`src/rtl/alu_pkg.sv`:
```
// Shared types and constants for the ALU result path: widths, opcodes, capture entry and
// capture FSM state.
package alu_pkg;

    localparam int unsigned DATA_W = 8;
    localparam int unsigned OP_W   = 4;

    localparam logic [OP_W-1:0] OP_ADD = 4'b0000;
    localparam logic [OP_W-1:0] OP_SUB = 4'b0001;
    localparam logic [OP_W-1:0] OP_AND = 4'b0010;
    localparam logic [OP_W-1:0] OP_OR  = 4'b0011;
    localparam logic [OP_W-1:0] OP_XOR = 4'b0100;
    localparam logic [OP_W-1:0] OP_NOT = 4'b0101;
    localparam logic [OP_W-1:0] OP_SHL = 4'b0110;
    localparam logic [OP_W-1:0] OP_SHR = 4'b0111;

    typedef struct packed {
        logic [OP_W-1:0]   op;
        logic              acc;
        logic [DATA_W-1:0] data;
    } alu_entry_t;

    typedef enum logic [0:0] {
        WAIT_DONE,
        WAIT_LOW
    } cap_state_t;

    // Accumulate-mode operations report through the accumulator, others through results.
    function automatic logic [DATA_W-1:0] select_data(input logic              acc,
                                                      input logic [DATA_W-1:0] results,
                                                      input logic [DATA_W-1:0] accumulator);
        return acc ? accumulator : results;
    endfunction

endpackage

```
`src/rtl/alu_result_fifo.sv`:
```
// Synchronous first-word-fall-through FIFO of alu_entry_t. A push into a full FIFO is
// accepted only when a pop happens on the same edge.
module alu_result_fifo
    import alu_pkg::*;
#(
    parameter int unsigned DEPTH = 4,
    localparam int unsigned CNT_W = $clog2(DEPTH + 1)
) (
    input  logic             clk,
    input  logic             rst,
    input  logic             push,
    input  logic             pop,
    input  alu_entry_t       wdata,
    output alu_entry_t       rdata,
    output logic             accepted,
    output logic             full,
    output logic             empty,
    output logic [CNT_W-1:0] count
);

    localparam int unsigned PTR_W = $clog2(DEPTH);

    alu_entry_t       mem_q [DEPTH];
    logic [PTR_W-1:0] wr_ptr_q, wr_ptr_d;
    logic [PTR_W-1:0] rd_ptr_q, rd_ptr_d;
    logic [CNT_W-1:0] count_q, count_d;
    logic             push_ok, pop_ok;

    always_comb begin
        full     = (count_q == CNT_W'(DEPTH));
        empty    = (count_q == '0);
        pop_ok   = pop & ~empty;
        push_ok  = push & (~full | pop_ok);
        accepted = push_ok;

        // DEPTH is a power of two, so pointer overflow is the modulo wrap.
        wr_ptr_d = push_ok ? wr_ptr_q + PTR_W'(1) : wr_ptr_q;
        rd_ptr_d = pop_ok  ? rd_ptr_q + PTR_W'(1) : rd_ptr_q;

        count_d = count_q;
        if (push_ok && !pop_ok) begin
            count_d = count_q + CNT_W'(1);
        end else if (pop_ok && !push_ok) begin
            count_d = count_q - CNT_W'(1);
        end
    end

    always_ff @(posedge clk) begin
        if (rst) begin
            wr_ptr_q <= '0;
            rd_ptr_q <= '0;
            count_q  <= '0;
        end else begin
            wr_ptr_q <= wr_ptr_d;
            rd_ptr_q <= rd_ptr_d;
            count_q  <= count_d;
        end
    end

    // Storage needs no reset: the head is masked to zero whenever the FIFO is empty.
    always_ff @(posedge clk) begin
        if (push_ok) begin
            mem_q[wr_ptr_q] <= wdata;
        end
    end

    assign rdata = empty ? '0 : mem_q[rd_ptr_q];
    assign count = count_q;

endmodule

```
`src/rtl/alu_result_collector.sv`:
```
// Captures one tagged entry per alu_done assertion and streams it out over valid/ready.
// ALU_COLLECT_STATS_EN adds saturating cap_total / drop_total counters.
module alu_result_collector #(
    parameter int unsigned DATA_W = alu_pkg::DATA_W,
    parameter int unsigned OP_W   = alu_pkg::OP_W,
    parameter int unsigned DEPTH  = 4,
    localparam int unsigned CNT_W = $clog2(DEPTH + 1)
) (
    input  logic              clk,
    input  logic              rst,
    input  logic              alu_done,
    input  logic [DATA_W-1:0] results,
    input  logic [DATA_W-1:0] accumulator,
    input  logic [OP_W-1:0]   op,
    input  logic              acc,
    output logic              cap_ready,
    output logic              out_valid,
    input  logic              out_ready,
    output logic [DATA_W-1:0] out_data,
    output logic [OP_W-1:0]   out_op,
    output logic              out_acc,
    output logic [CNT_W-1:0]  count,
    output logic              overflow
`ifdef ALU_COLLECT_STATS_EN
    ,
    output logic [15:0]       cap_total,
    output logic [7:0]        drop_total
`endif
);

    import alu_pkg::*;

    cap_state_t state_q, state_d;
    logic       overflow_q, overflow_d;
    logic       push_req, push_ok, full, empty;
    alu_entry_t wr_entry, head;

    always_comb begin
        state_d  = state_q;
        push_req = 1'b0;
        unique case (state_q)
            WAIT_DONE: begin
                if (alu_done) begin
                    push_req = 1'b1;
                    state_d  = WAIT_LOW;
                end
            end
            WAIT_LOW: begin
                if (!alu_done) begin
                    state_d = WAIT_DONE;
                end
            end
            default: state_d = WAIT_DONE;
        endcase

        wr_entry.op   = op;
        wr_entry.acc  = acc;
        wr_entry.data = select_data(acc, results, accumulator);

        overflow_d = overflow_q | (push_req & ~push_ok);
    end

    always_ff @(posedge clk) begin
        if (rst) begin
            state_q    <= WAIT_DONE;
            overflow_q <= 1'b0;
        end else begin
            state_q    <= state_d;
            overflow_q <= overflow_d;
        end
    end

    alu_result_fifo #(
        .DEPTH (DEPTH)
    ) u_fifo (
        .clk      (clk),
        .rst      (rst),
        .push     (push_req),
        .pop      (out_ready),
        .wdata    (wr_entry),
        .rdata    (head),
        .accepted (push_ok),
        .full     (full),
        .empty    (empty),
        .count    (count)
    );

    assign out_valid = ~empty;
    assign out_data  = head.data;
    assign out_op    = head.op;
    assign out_acc   = head.acc;
    assign cap_ready = ~full;
    assign overflow  = overflow_q;

`ifdef ALU_COLLECT_STATS_EN
    logic [15:0] cap_total_q, cap_total_d;
    logic [7:0]  drop_total_q, drop_total_d;

    always_comb begin
        cap_total_d  = cap_total_q;
        drop_total_d = drop_total_q;
        if (push_ok && cap_total_q != 16'hFFFF) begin
            cap_total_d = cap_total_q + 16'd1;
        end
        if (push_req && !push_ok && drop_total_q != 8'hFF) begin
            drop_total_d = drop_total_q + 8'd1;
        end
    end

    always_ff @(posedge clk) begin
        if (rst) begin
            cap_total_q  <= '0;
            drop_total_q <= '0;
        end else begin
            cap_total_q  <= cap_total_d;
            drop_total_q <= drop_total_d;
        end
    end

    assign cap_total  = cap_total_q;
    assign drop_total = drop_total_q;
`endif

endmodule

```
`config.mk`:
```
export PLATFORM = sky130hd
export DESIGN_NAME = alu_result_collector
export DESIGN_NICKNAME = d
export VERILOG_FILES = /design/src/rtl/alu_pkg.sv /design/src/rtl/alu_result_fifo.sv /design/src/rtl/alu_result_collector.sv
export SDC_FILE = /design/constraint.sdc
export NUM_CORES = 1
export LEC_CHECK = 0
export ABC_AREA = 0
export CAP_MARGIN = 20
export CORE_MARGIN = 10
export CORE_UTILIZATION = 25
export DETAILED_ROUTE_END_ITERATION = 6
export PLACE_DENSITY_LB_ADDON = 0.05
export REMOVE_ABC_BUFFERS = 1
export SLEW_MARGIN = 5
export SYNTH_ARGS = -nofsm -noshare
export SYNTH_HDL_FRONTEND = slang
export SYNTH_SLANG_ARGS = --single-unit
```
`constraint.sdc`:
```
create_clock -name clk -period 4.15 [get_ports clk]
set_clock_uncertainty 0.05 [all_clocks]
set_input_delay 0.6225 -clock clk [delete_from_list [all_inputs] [get_ports clk]]
set_output_delay 0.6225 -clock clk [all_outputs]
set_load 0.01 [all_outputs]
```
# Word-level counts from Yosys, hierarchy flattened

Memories as Yosys holds them, arrays and structs flattened. A register that Yosys moved wholly into a read port is not among the register bits.
Cells that the tools add are included.

Output and inout port bits: 19
Memories kept: 1
Bits in writable memories: 52
Logic and storage cells: 35
Bits in registers: 9

Memory list:

| name         | depth | width | read ports | clocked after Yosys merged registers in | write ports | RTL line              | source |
|---|---|---|---|---|---|---|---|
| u_fifo.mem_q | 4     | 13    | 1          | 1                                       | 1           | alu_result_fifo.sv:23 | `alu_entry_t mem_q [DEPTH];` |

Reductions and logical operators: 6
Add/subtract/negate cells: 4
Muxes and demuxes: 10
Bitwise logic cells: 8
Eq/ne operators: 1

Operators with widths:

| kind                | number |
|---|---|
| $mux 13             | 1 |
| $mux 8              | 1 |
| $mux 3              | 2 |
| $add 2x1->2 const B | 2 |
| $mux 1              | 4 |
| $mux 2              | 2 |
| $add 3x1->3 const B | 1 |
| $and 1x1->1         | 3 |
| $eq 3x3->1 const B  | 1 |
| $logic_not 3->1     | 1 |
| $not 1->1           | 3 |
| $sub 3x1->3 const B | 1 |
| $logic_and 1x1->1   | 2 |
| $logic_not 1->1     | 2 |
| $or 1x1->1          | 2 |
| $reduce_bool 2->1   | 1 |

# Longest topological paths before layout

Gate-level depths: netlist of the first run.

Depth in word-level cells: 9
Gate-level depth with buffers: 8
Mapped depth without buffers: 8

# Modules after synthesis

From an unflattened synthesis of the first run, not the netlist that was laid out.

Cells, all modules: 148
Area total of the unflattened synthesis: 2716.4 µm²

Modules (own cells, without submodules):

| module               | seq. area each (µm²) | instances | cells each | area each (µm²) |
|---|---|---|---|---|
| alu_result_fifo      | 1741.7               | 1         | 130        | 2508.7 |
| alu_result_collector | 40.0                 | 1         | 18         | 207.7 |

# Least setup slack after synthesis of the first run

Ideal clock, no wire load.

Kind: input -> register
Start: input out_ready
End: register u_fifo.count_q[2] (netlist: u_fifo.count[2])
Data arrival time: 2.240 ns
Path buffers: 0
Path slack: 1.789 ns
Stages on the path: 8
Setup time: 0.071 ns
Path through: inv_1 -> a311oi_4 -> ha_1 -> inv_1 -> fa_1 -> xor2_1 -> or3_1 -> a21oi_1

Longest elaborated chain between the ends: 6

RTL lines:

| element                     | RTL line                   | source |
|---|---|---|
| start: declaration          | alu_result_collector.sv:18 | `input logic out_ready,` |
| $and 1x1->1 *               | alu_result_fifo.sv:32      | `pop_ok = pop & ~empty;` |
| $or 1x1->1 *                | alu_result_fifo.sv:33      | `push_ok = push & (~full \| pop_ok);` |
| $and 1x1->1 *               | alu_result_fifo.sv:33      |  |
| via push_ok                 | alu_result_collector.sv:35 | `logic push_req, push_ok, full, empty;` |
| $logic_not 1->1             | alu_result_fifo.sv:43      | `end else if (pop_ok && !push_ok) begin` |
| $logic_and 1x1->1           | alu_result_fifo.sv:43      |  |
| $reduce_bool 2->1 (no line) | --                         |  |
| end signal: assignment      | alu_result_fifo.sv:56      | `count_q <= count_d;` |
| end: declaration            | alu_result_fifo.sv:26      | `logic [CNT_W-1:0] count_q, count_d;` |

Mark *: on every way through the listed nets, which the timed path passes. The rest lies on a longest branch.
A chain may end at the register's enable or synchronous reset.

==> results.py, run 1 <==
metrics = {
    "floorplan": {
        "fp.coreArea_um2": 10280,
        "start_util_pct": 25.46,
        "die_y_um": 122.3,
        "pin_count": 44,
        "fp.dieW_um": 122.3,
        "dieArea_um2": 14960,
        "rows": 37,
    },
    "hold_path": {
        "whs_endpoint": "overflow$_SDFF_PP0_",
        "worstHoldPathType": "reg2reg",
        "worst_hold_path.num_cells": 2,
        "min_from": "overflow$_SDFF_PP0_",
    },
    "routing": {
        "drtPass1Iterations": 4,
        "drt_wl_total_um": 5796,
        "wl_per_cell_um": 17.15,
        "vias_per_cell": 4.183,
        "ant_nets": 0,
        "drc": 0,
        "vias": 1414,
        "drt_iter0_drc": 57,
    },
    "worst_setup_path": {
        "slowest_stage": "mux4_2",
        "cp_data_required_time_ns": 3.48,
        "r2r_cells": 8,
        "endpoint_kind": "output pin",
        "r2r-start": "u_fifo.count[0]$_SDFFE_PP0P_",
        "rr_endpoint": "u_fifo.count[2]$_SDFFE_PP0P_",
        "crit_type": "reg2out",
        "path_max_fanout": 10,
        "path_buf_inv": 2,
        "crit_arrival_ns": 2.30,
        "max_stage_delay_ns": 0.52,
        "r2r_setup_slack_ns": 1.66,
        "start_kind": "register",
        "cp_cell_sequence": "buf_4 > mux4_2 > nor2b_1 > clkdlybuf4s50_1",
        "cp_top_family": "buffers and inverters",
    },
    "global_route": {
        "grt_overflow": 0,
        "grt_util_met1_pct": 9.913,
        "grt_usage_pct": 8.215,
        "met3_usage_pct": 2.296,
        "antenna_found_initial": 0,
        "grt_pass1_wl_um": 8990,
        "use_met2_pct": 13.09,
        "grt_busiest_layer": "met2",
        "grt_max_degree": 17,
        "grt_pass1_vias": 1558,
    },
    "clocking": {
        "cts_resized": 0,
        "htree_levels": 3,
        "cts_sinks": 63,
        "cts_tree": "yes",
        "insertion_delay_ns": 0.32,
        "cts_buffer_depth": 2,
        "cts_setup_buffers": 0,
        "root_buffer": "clkbuf_8",
        "cts_hold_buf": 0,
        "cts_buffers": 9,
        "cts.clk_slew.worst_paths_ns": 0.07,
    },
    "yosys": {
        "avgSynthCellArea_um2": 17.68,
        "yosysUniqueCellTypes": 27,
        "syn_area_um2": 2616,
        "synth_ff_type": "edfxtp_1",
        "async_flop_share_pct": 0,
        "synth-edff-count": 52,
        "synth_cells": 148,
        "ys_seq_area_share_pct": 68.10,
        "yosys_warnings": 0,
        "ys_ff_latch": 63,
    },
    "sta": {
        "whs_ns": 0.4507,
        "rsz0062_at_grt": "false",
        "tns_ns": 0,
        "hold_viol": 0,
        "relSlewSlack_pct": 50.16,
        "setup_slack_ns": 1.176,
        "period_needed_ns": 2.974,
        "tightest_slew_ns": 0.7465,
        "period_share_pct": 71.66,
        "fmax_ghz": 0.3362,
        "drv_slew": 0,
        "setup_viol": 0,
    },
    "placed_design": {
        "place_congestion": 0.6970,
        "dp.cells": 324,
        "pre_cts_ws_ns": 1.057,
        "io_buffers": 43,
        "hpwl_um": 3745,
        "postPlaceCellArea_um2": 3204,
    },
    "cells_and_area": {
        "area_delta_synth_final_pct": 27.98,
        "stdcell_area_um2": 3348,
        "fillCellCount": 1030,
        "stdcell_count": 338,
        "drive_above_1_share_pct": 20.30,
        "final_nets": 230,
        "diodes": 0,
    },
    "power": {
        "power_density_nw_per_um2": 573.1,
        "leakage_nw": 1.098,
        "irDropWorstVdd_mv": 0.1669,
    },
    "outcome": {
        "status": "complete, no violations",
    },
    "flow_run": {
        "maxCapViolCount": 0,
    },
}
-- layer usage --
metal | share of wire (%) | vias up
met5 | 0 | -
met4 | 1.1 | 0
met3 | 4.4 | 6
met2 | 49 | 31
met1 | 45 | 717
li1 | - | 660
-- worst max-delay path by stage --
stage               startpoint                            to  slack, ns  cells after the start
floorplan            out_ready  u_fifo.count[2]$_SDFFE_PP0P_       1.79                      8
global placement     out_ready  u_fifo.count[2]$_SDFFE_PP0P_       1.14                      9
detailed placement   out_ready  u_fifo.count[2]$_SDFFE_PP0P_       1.06                      9
CTS                   register                   out_data[5]       1.10                      4
global route          register                   out_data[0]        1.0                      4
finish                register                   out_data[3]       1.18                      4
-- where the power goes --
group / switching (mW) / internal, mW / total [mW] / leakage (nW)
clock: 0.205 / 0.205 / 0.411 / 0.0741
combinational: 0.309 / 0.385 / 0.694 / 0.459
sequential: 0.0652 / 0.749 / 0.815 / 0.565
-- synthesized netlist by cell type (2+ instances only) --
cell       n  area, um^2
ha_1       5       62.56
nand2_1    2       7.510
nand2b_1   2       12.51
nor2_1     8       30.03
xor2_1     3       26.28
mux4_2    13       292.8
mux2_2     8       90.09
clkbuf_1   3       11.26
and2_2     4       30.03
nor2b_1   13       81.33
o21ai_0    2       10.01
or3_1      2       12.51
a21oi_1    2       10.01
inv_1      6       22.52
edfxtp_1  52        1562
mux2i_1    2       20.02
dfxtp_1   11       220.2
-- cells in the final DEF, fill, tap and decap left out, drive strengths merged, types with 3 or more instances in the layout --
cell type	n
inv	6
mux4	13
dfxtp	11
clkdlybuf4s50	43
clkbuf	11
clkinv	3
xor2	3
nor2b	13
mux2	9
ha	5
edfxtp	52
nor2	9
and2	4
-- state kept, by name, summed over array words and instances (netlist names), named ones only --
signal and cells:
state_q 1, u_fifo.rd_ptr_q 2, u_fifo.count 3, u_fifo.mem_q 52, overflow 1, u_fifo.wr_ptr_q 2
-- through the flow --
stage | utilization (%) | total power, mW
floorplan | - | 1.174
global placement | 31.18 | 1.538
detailed placement | 31.18 | 1.545
CTS | 32.58 | 1.962
global route | 32.58 | 2.047
finish | 32.58 | 1.919
-- worst min-delay path: cells and delay by family (launching register included) --
kind / cells / cell delay [ns]
AO/OA/AOI/OAI: 1 / 0.04
AND/OR/NAND/NOR: 1 / 0.09
flip-flops: 1 / 0.33
-- cell families after synthesis --
group	share of synthesized area, %
flip-flops	68.10
AND/OR/NAND/NOR	7.557
multiplexers	15.97
buffers and inverters	1.913
AO/OA/AOI/OAI	2.296
adder cells (fa/ha/maj)	3.156
XOR/XNOR	1.004
-- layout make-up --
| class | instances | area (um^2) | share of cell area (%) |
|---|---|---|---|
| Clock inverter | 3 | 12.51 | 0.3737 |
| Tap cell | 136 | 170.2 | 5.082 |
| Inverter | 6 | 22.52 | 0.6726 |
| Multi-Input combinational cell | 74 | 784.5 | 23.43 |
| Clock buffer | 11 | 131.4 | 3.924 |
| Timing Repair Buffer | 45 | 445.4 | 13.30 |
| Sequential cell | 63 | 1782 | 53.21 |
No activity file was read; power rests on OpenSTA's default activity.
==> run 2: changes to the inputs <==
clock period = 2.9 ns   (was 4.15 ns; I/O delays follow)
==> run 2 against run 1 <==
Combinational power increased by 47%; critical endpoint unchanged; clock-buffer cell count decreased by 2; largest cell class unchanged; flip-flop and latch count did not move; first-iteration DRC count up 30%; critical path type unchanged; clock power grew 74%; critical path depth did not move.
==> results.py, run 2 (synthesized netlist as in run 1, its figures left out) <==
metrics = {
    "clocking": {
        "cts_hold_buf": 0,
        "cts_setup_buffers": 0,
        "cts_tree": "yes",
        "cts_buffer_depth": 2,
        "root_buffer": "clkbuf_8",
        "htree_levels": 3,
        "cts_sinks": 63,
        "insertion_delay_ns": 0.33,
        "cts.clk_slew.worst_paths_ns": 0.07,
        "cts_buffers": 9,
        "cts_resized": 0,
    },
    "routing": {
        "drc": 0,
        "drtPass1Iterations": 4,
        "vias": 1408,
        "ant_nets": 0,
        "wl_met1_um": 2441,
        "drt_wl_total_um": 5666,
        "wl_per_cell_um": 16.52,
        "drt_iter0_drc": 74,
        "top_layer": "met4",
        "wl_met3_um": 280,
        "wl_met2_um": 2861,
        "vias_per_cell": 4.105,
    },
    "cells_and_area": {
        "area_delta_synth_final_pct": 30.51,
        "drive_above_1_share_pct": 23.19,
        "final_common_cell": "edfxtp_1",
        "diodes": 0,
        "top_register": "u_fifo.mem_q",
        "final_nets": 233,
        "largest_reg_flops": 52,
        "final_cell_mix": "edfxtp_1, clkdlybuf4s50_1, mux4_2, nor2b_1, dfxtp_1",
    },
    "floorplan": {
        "rows": 37,
        "fp.dieW_um": 122.3,
        "pin_count": 44,
        "dieArea_um2": 14960,
        "start_util_pct": 25.46,
        "fp.coreArea_um2": 10280,
        "die_y_um": 122.3,
    },
    "sta": {
        "whs_ns": 0.4455,
        "fmax_ghz": 0.3896,
        "tns_ns": 0,
        "relSlewSlack_pct": 58.22,
        "setup_viol": 0,
        "drv_slew": 0,
        "tightest_slew_ns": 0.6247,
        "period_needed_ns": 2.567,
        "rsz0062_at_grt": "false",
        "period_share_pct": 88.52,
        "hold_viol": 0,
    },
    "worst_setup_path": {
        "path_max_fanout": 7,
        "max_stage_delay_ns": 0.55,
        "crit_arrival_ns": 2.08,
        "cp_cell_sequence": "buf_4 > mux4_2 > nor2b_1 > clkdlybuf4s50_1",
        "r2r_cells": 8,
        "crit_type": "reg2out",
        "start_kind": "register",
        "endpoint_kind": "output pin",
        "slowest_stage": "dfxtp_1",
        "cp_data_required_time_ns": 2.41,
    },
    "power": {
        "totalPowerFinal_mw": 2.882,
        "leakage_nw": 1.134,
        "power_density_nw_per_um2": 844.0,
        "irDropWorstVdd_mv": 0.2447,
    },
    "global_route": {
        "grt_overflow": 0,
        "grt_usage_pct": 8.025,
        "grt_pass1_wl_um": 8928,
        "antenna_found_initial": 0,
        "grt_max_degree": 17,
        "grt_pass1_vias": 1558,
    },
    "hold_path": {
        "worst_hold_path.num_cells": 2,
        "worstHoldPathType": "reg2reg",
    },
    "placed_design": {
        "io_buffers": 43,
        "hpwl_um": 3821,
        "place_congestion": 0.6882,
    },
    "flow_run": {
        "maxCapViolCount": 0,
    },
    "outcome": {
        "status": "complete, no violations",
    },
}
-- run 2: worst max-delay path: cells and delay by family, from the launching register on --
| family | cells | cell delay [ns] |
|---|---|---|
| buffers and inverters | 2 | 0.76 |
| DFF | 1 | 0.55 |
| muxes | 1 | 0.30 |
| and+or+nand+nor | 1 | 0.15 |
-- run 2: area by class of cell --
class,instances,area (um^2)
Tap cell,136,170.2
Multi-Input combinational cell,74,784.5
Clock inverter,7,63.81
Inverter,6,22.52
Timing Repair Buffer,48,467.9
Sequential cell,63,1782
Clock buffer,9,123.9
Fill cell,1027,6863
-- run 2: where the power goes --
part	internal (mW)	switching, mW	leakage [nW]
combinational	0.563	0.457	0.475
clock	0.389	0.327	0.0941
sequential	1.07	0.0738	0.565
total	2.02	0.858	1.13
-- run 2: stage by stage --
stage | setup slack [ns] | std cells | utilization, % | cell area [um^2]
2_1_floorplan | 0.5558 | 143 | - | 2589
3_3_place_gp | 0.2433 | 327 | 31.40 | 3227
3_5_place_dp | 0.1389 | 327 | 31.40 | 3227
4_1_cts | 0.2464 | 343 | 33.22 | 3415
5_1_grt | 0.1702 | 343 | 33.22 | 3415
6_report | 0.3330 | 343 | 33.22 | 3415
-- run 2: routing by layer --
layer  GRT usage, %  up-vias
met5              0        -
met4          4.197        0
met3          2.433        9
met2          12.58       29
met1          9.781      704
li1               -      666
-- run 2: path summary, 6_finish.rpt --
| kind | to | start | slack (ns) |
|---|---|---|---|
| worst max-delay path | out_data[3] | register | 0.33 |
| worst min-delay path | overflow$_SDFF_PP0_ | overflow$_SDFF_PP0_ | 0.45 |
| worst max register to register | u_fifo.count[2]$_SDFFE_PP0P_ | u_fifo.count[0]$_SDFFE_PP0P_ | 0.56 |
| worst min register to register | overflow$_SDFF_PP0_ | overflow$_SDFF_PP0_ | 0.45 |
==> run 3: changes to the inputs <==
REMOVE_ABC_BUFFERS = default   (was 1)
==> run 3 against run 2 <==
Register-to-register slack about the same; final area decreased by 1.1%; critical path depth unchanged; global-route usage about the same; non-clock buffer count decreased by 1; clock power decreased by 13%; maximum frequency decreased by 2.6%; combinational power about the same; first-iteration DRC count decreased by 34%; utilization decreased by 0.38 points; largest cell class unchanged; via count increased by 1.3%; wire length increased by 3.0%.
==> results.py, run 3 (synthesized netlist as in run 1, its figures left out) <==
metrics = {
    "routing": {
        "ant_nets": 0,
        "wl_per_cell_um": 17.06,
        "vias": 1427,
        "drt_iter0_drc": 49,
        "drtPass1Iterations": 4,
        "vias_per_cell": 4.173,
        "drt_wl_total_um": 5836,
        "drc": 0,
    },
    "global_route": {
        "grt_busiest_layer": "met2",
        "met3_usage_pct": 2.342,
        "grt_max_degree": 17,
        "use_met2_pct": 13.29,
        "grt_overflow": 0,
        "grt_util_met1_pct": 9.280,
        "antenna_found_initial": 0,
        "grt_pass1_wl_um": 8832,
        "grt_pass1_vias": 1653,
        "grt_usage_pct": 8.064,
    },
    "sta": {
        "period_share_pct": 90.87,
        "tns_ns": 0,
        "tightest_slew_ns": 0.6039,
        "setup_viol": 0,
        "period_needed_ns": 2.635,
        "fmax_ghz": 0.3795,
        "rsz0062_at_grt": "false",
        "hold_viol": 0,
        "relSlewSlack_pct": 59.61,
        "drv_slew": 0,
        "setup_slack_ns": 0.2647,
    },
    "cells_and_area": {
        "area_delta_synth_final_pct": 29.03,
        "diodes": 0,
        "top_register": "u_fifo.mem_q",
        "stdcell_area_um2": 3376,
        "final_common_cell": "edfxtp_1",
        "final_cell_mix": "edfxtp_1, clkdlybuf4s50_1, mux4_2, nor2b_1, dfxtp_1",
        "final_nets": 232,
        "fillCellCount": 1025,
        "drive_above_1_share_pct": 21.84,
        "stdcell_count": 342,
        "largest_reg_flops": 52,
    },
    "power": {
        "seqPwrFrac_pct": 41.1,
        "power_density_nw_per_um2": 826.4,
        "intPower_mw": 1.930,
        "leakage_nw": 1.113,
        "p_sw_uw": 859.6,
        "irDropWorstVdd_mv": 0.2578,
        "switching_share_pct": 30.81,
        "combPwrFrac_pct": 36.6,
        "power_frac_clock_pct": 22.3,
    },
    "clocking": {
        "cts_tree": "yes",
        "cts_buffers": 9,
        "insertion_delay_ns": 0.33,
        "cts_resized": 0,
        "cts_hold_buf": 0,
        "cts_sinks": 63,
        "cts_setup_buffers": 0,
        "cts_buffer_depth": 2,
        "htree_levels": 3,
        "cts.clk_slew.worst_paths_ns": 0.07,
        "root_buffer": "clkbuf_8",
    },
    "worst_setup_path": {
        "crit_type": "reg2out",
        "endpoint_kind": "output pin",
        "path_max_fanout": 8,
        "crit_arrival_ns": 2.15,
        "start_kind": "register",
        "cp_data_required_time_ns": 2.41,
        "r2r-start": "u_fifo.count[0]$_SDFFE_PP0P_",
    },
    "hold_path": {
        "min_from": "overflow$_SDFF_PP0_",
        "worstHoldPathType": "reg2reg",
    },
    "floorplan": {
        "pin_count": 44,
        "dieArea_um2": 14960,
        "die_y_um": 122.3,
        "start_util_pct": 25.46,
        "rows": 37,
        "fp.dieW_um": 122.3,
        "fp.coreArea_um2": 10280,
    },
    "placed_design": {
        "postPlaceCellArea_um2": 3219,
        "pre_cts_ws_ns": 0.1614,
        "place_congestion": 0.6391,
        "dp.cells": 326,
        "io_buffers": 43,
        "hpwl_um": 3882,
    },
    "outcome": {
        "status": "complete, no violations",
    },
    "flow_run": {
        "maxCapViolCount": 0,
    },
    "yosys": {
        "synth_fp_nets": 179,
    },
}
## run 3: changes by cell type in the layout (fill, tap and decap cells not counted)
cell | previous run | this run
clkbuf_1 | 0 | 2
buf_4 | 5 | 4
bufinv_16 | 1 | 0
clkinv_4 | 1 | 0
## run 3: per-stage QoR
step | utilization, % | total power, mW | hold WS (ns)
floorplan | - | 1.706 | 0.4091
global placement | 31.32 | 2.201 | 0.4159
detailed placement | 31.32 | 2.225 | 0.4234
CTS | 32.85 | 2.857 | 0.4423
global route | 32.85 | 2.977 | 0.4714
finish | 32.85 | 2.790 | 0.4337
## run 3: layout make-up
cell class | count | area (um^2) | area share, %
inverters | 6 | 22.52 | 0.6672
clock buffers | 11 | 131.4 | 3.892
repair buffers | 47 | 460.4 | 13.64
flip-flops and latches | 63 | 1782 | 52.78
clock inverters | 5 | 25.02 | 0.7413
multi-input cells | 74 | 784.5 | 23.24
well taps | 136 | 170.2 | 5.041
## run 3: critical path, cell delays in order (launching register included)
cell and delay (ns):
dfxtp_1 0.62, buf_4 0.26, mux4_2 0.29, nor2b_1 0.16, clkdlybuf4s50_1 0.49
## run 3: routing by layer
metal / part of all wire, % / vias up
met5: 0 / -
li1: - / 666
met3: 4.8 / 10
met4: 1.7 / 0
met1: 44 / 716
met2: 49 / 35
## run 3: path summary, 6_finish.rpt
kind / endpoint / slack [ns] / cells past startpoint
hold reg to reg: overflow$_SDFF_PP0_ / 0.43 / 2
setup reg to reg: u_fifo.count[2]$_SDFFE_PP0P_ / 0.57 / 8
hold / removal: overflow$_SDFF_PP0_ / 0.43 / 2
setup / recovery: out_data[0] / 0.26 / 4
## run 3: power by group through the flow
stage / Sequential, mW / Combinational, mW / Clock (mW)
floorplan: 1.16 / 0.542 / 0
global placement: 1.16 / 1.04 / 0
detailed placement: 1.17 / 1.06 / 0
CTS: 1.15 / 1.06 / 0.647
global route: 1.16 / 1.13 / 0.689
finish: 1.15 / 1.02 / 0.622
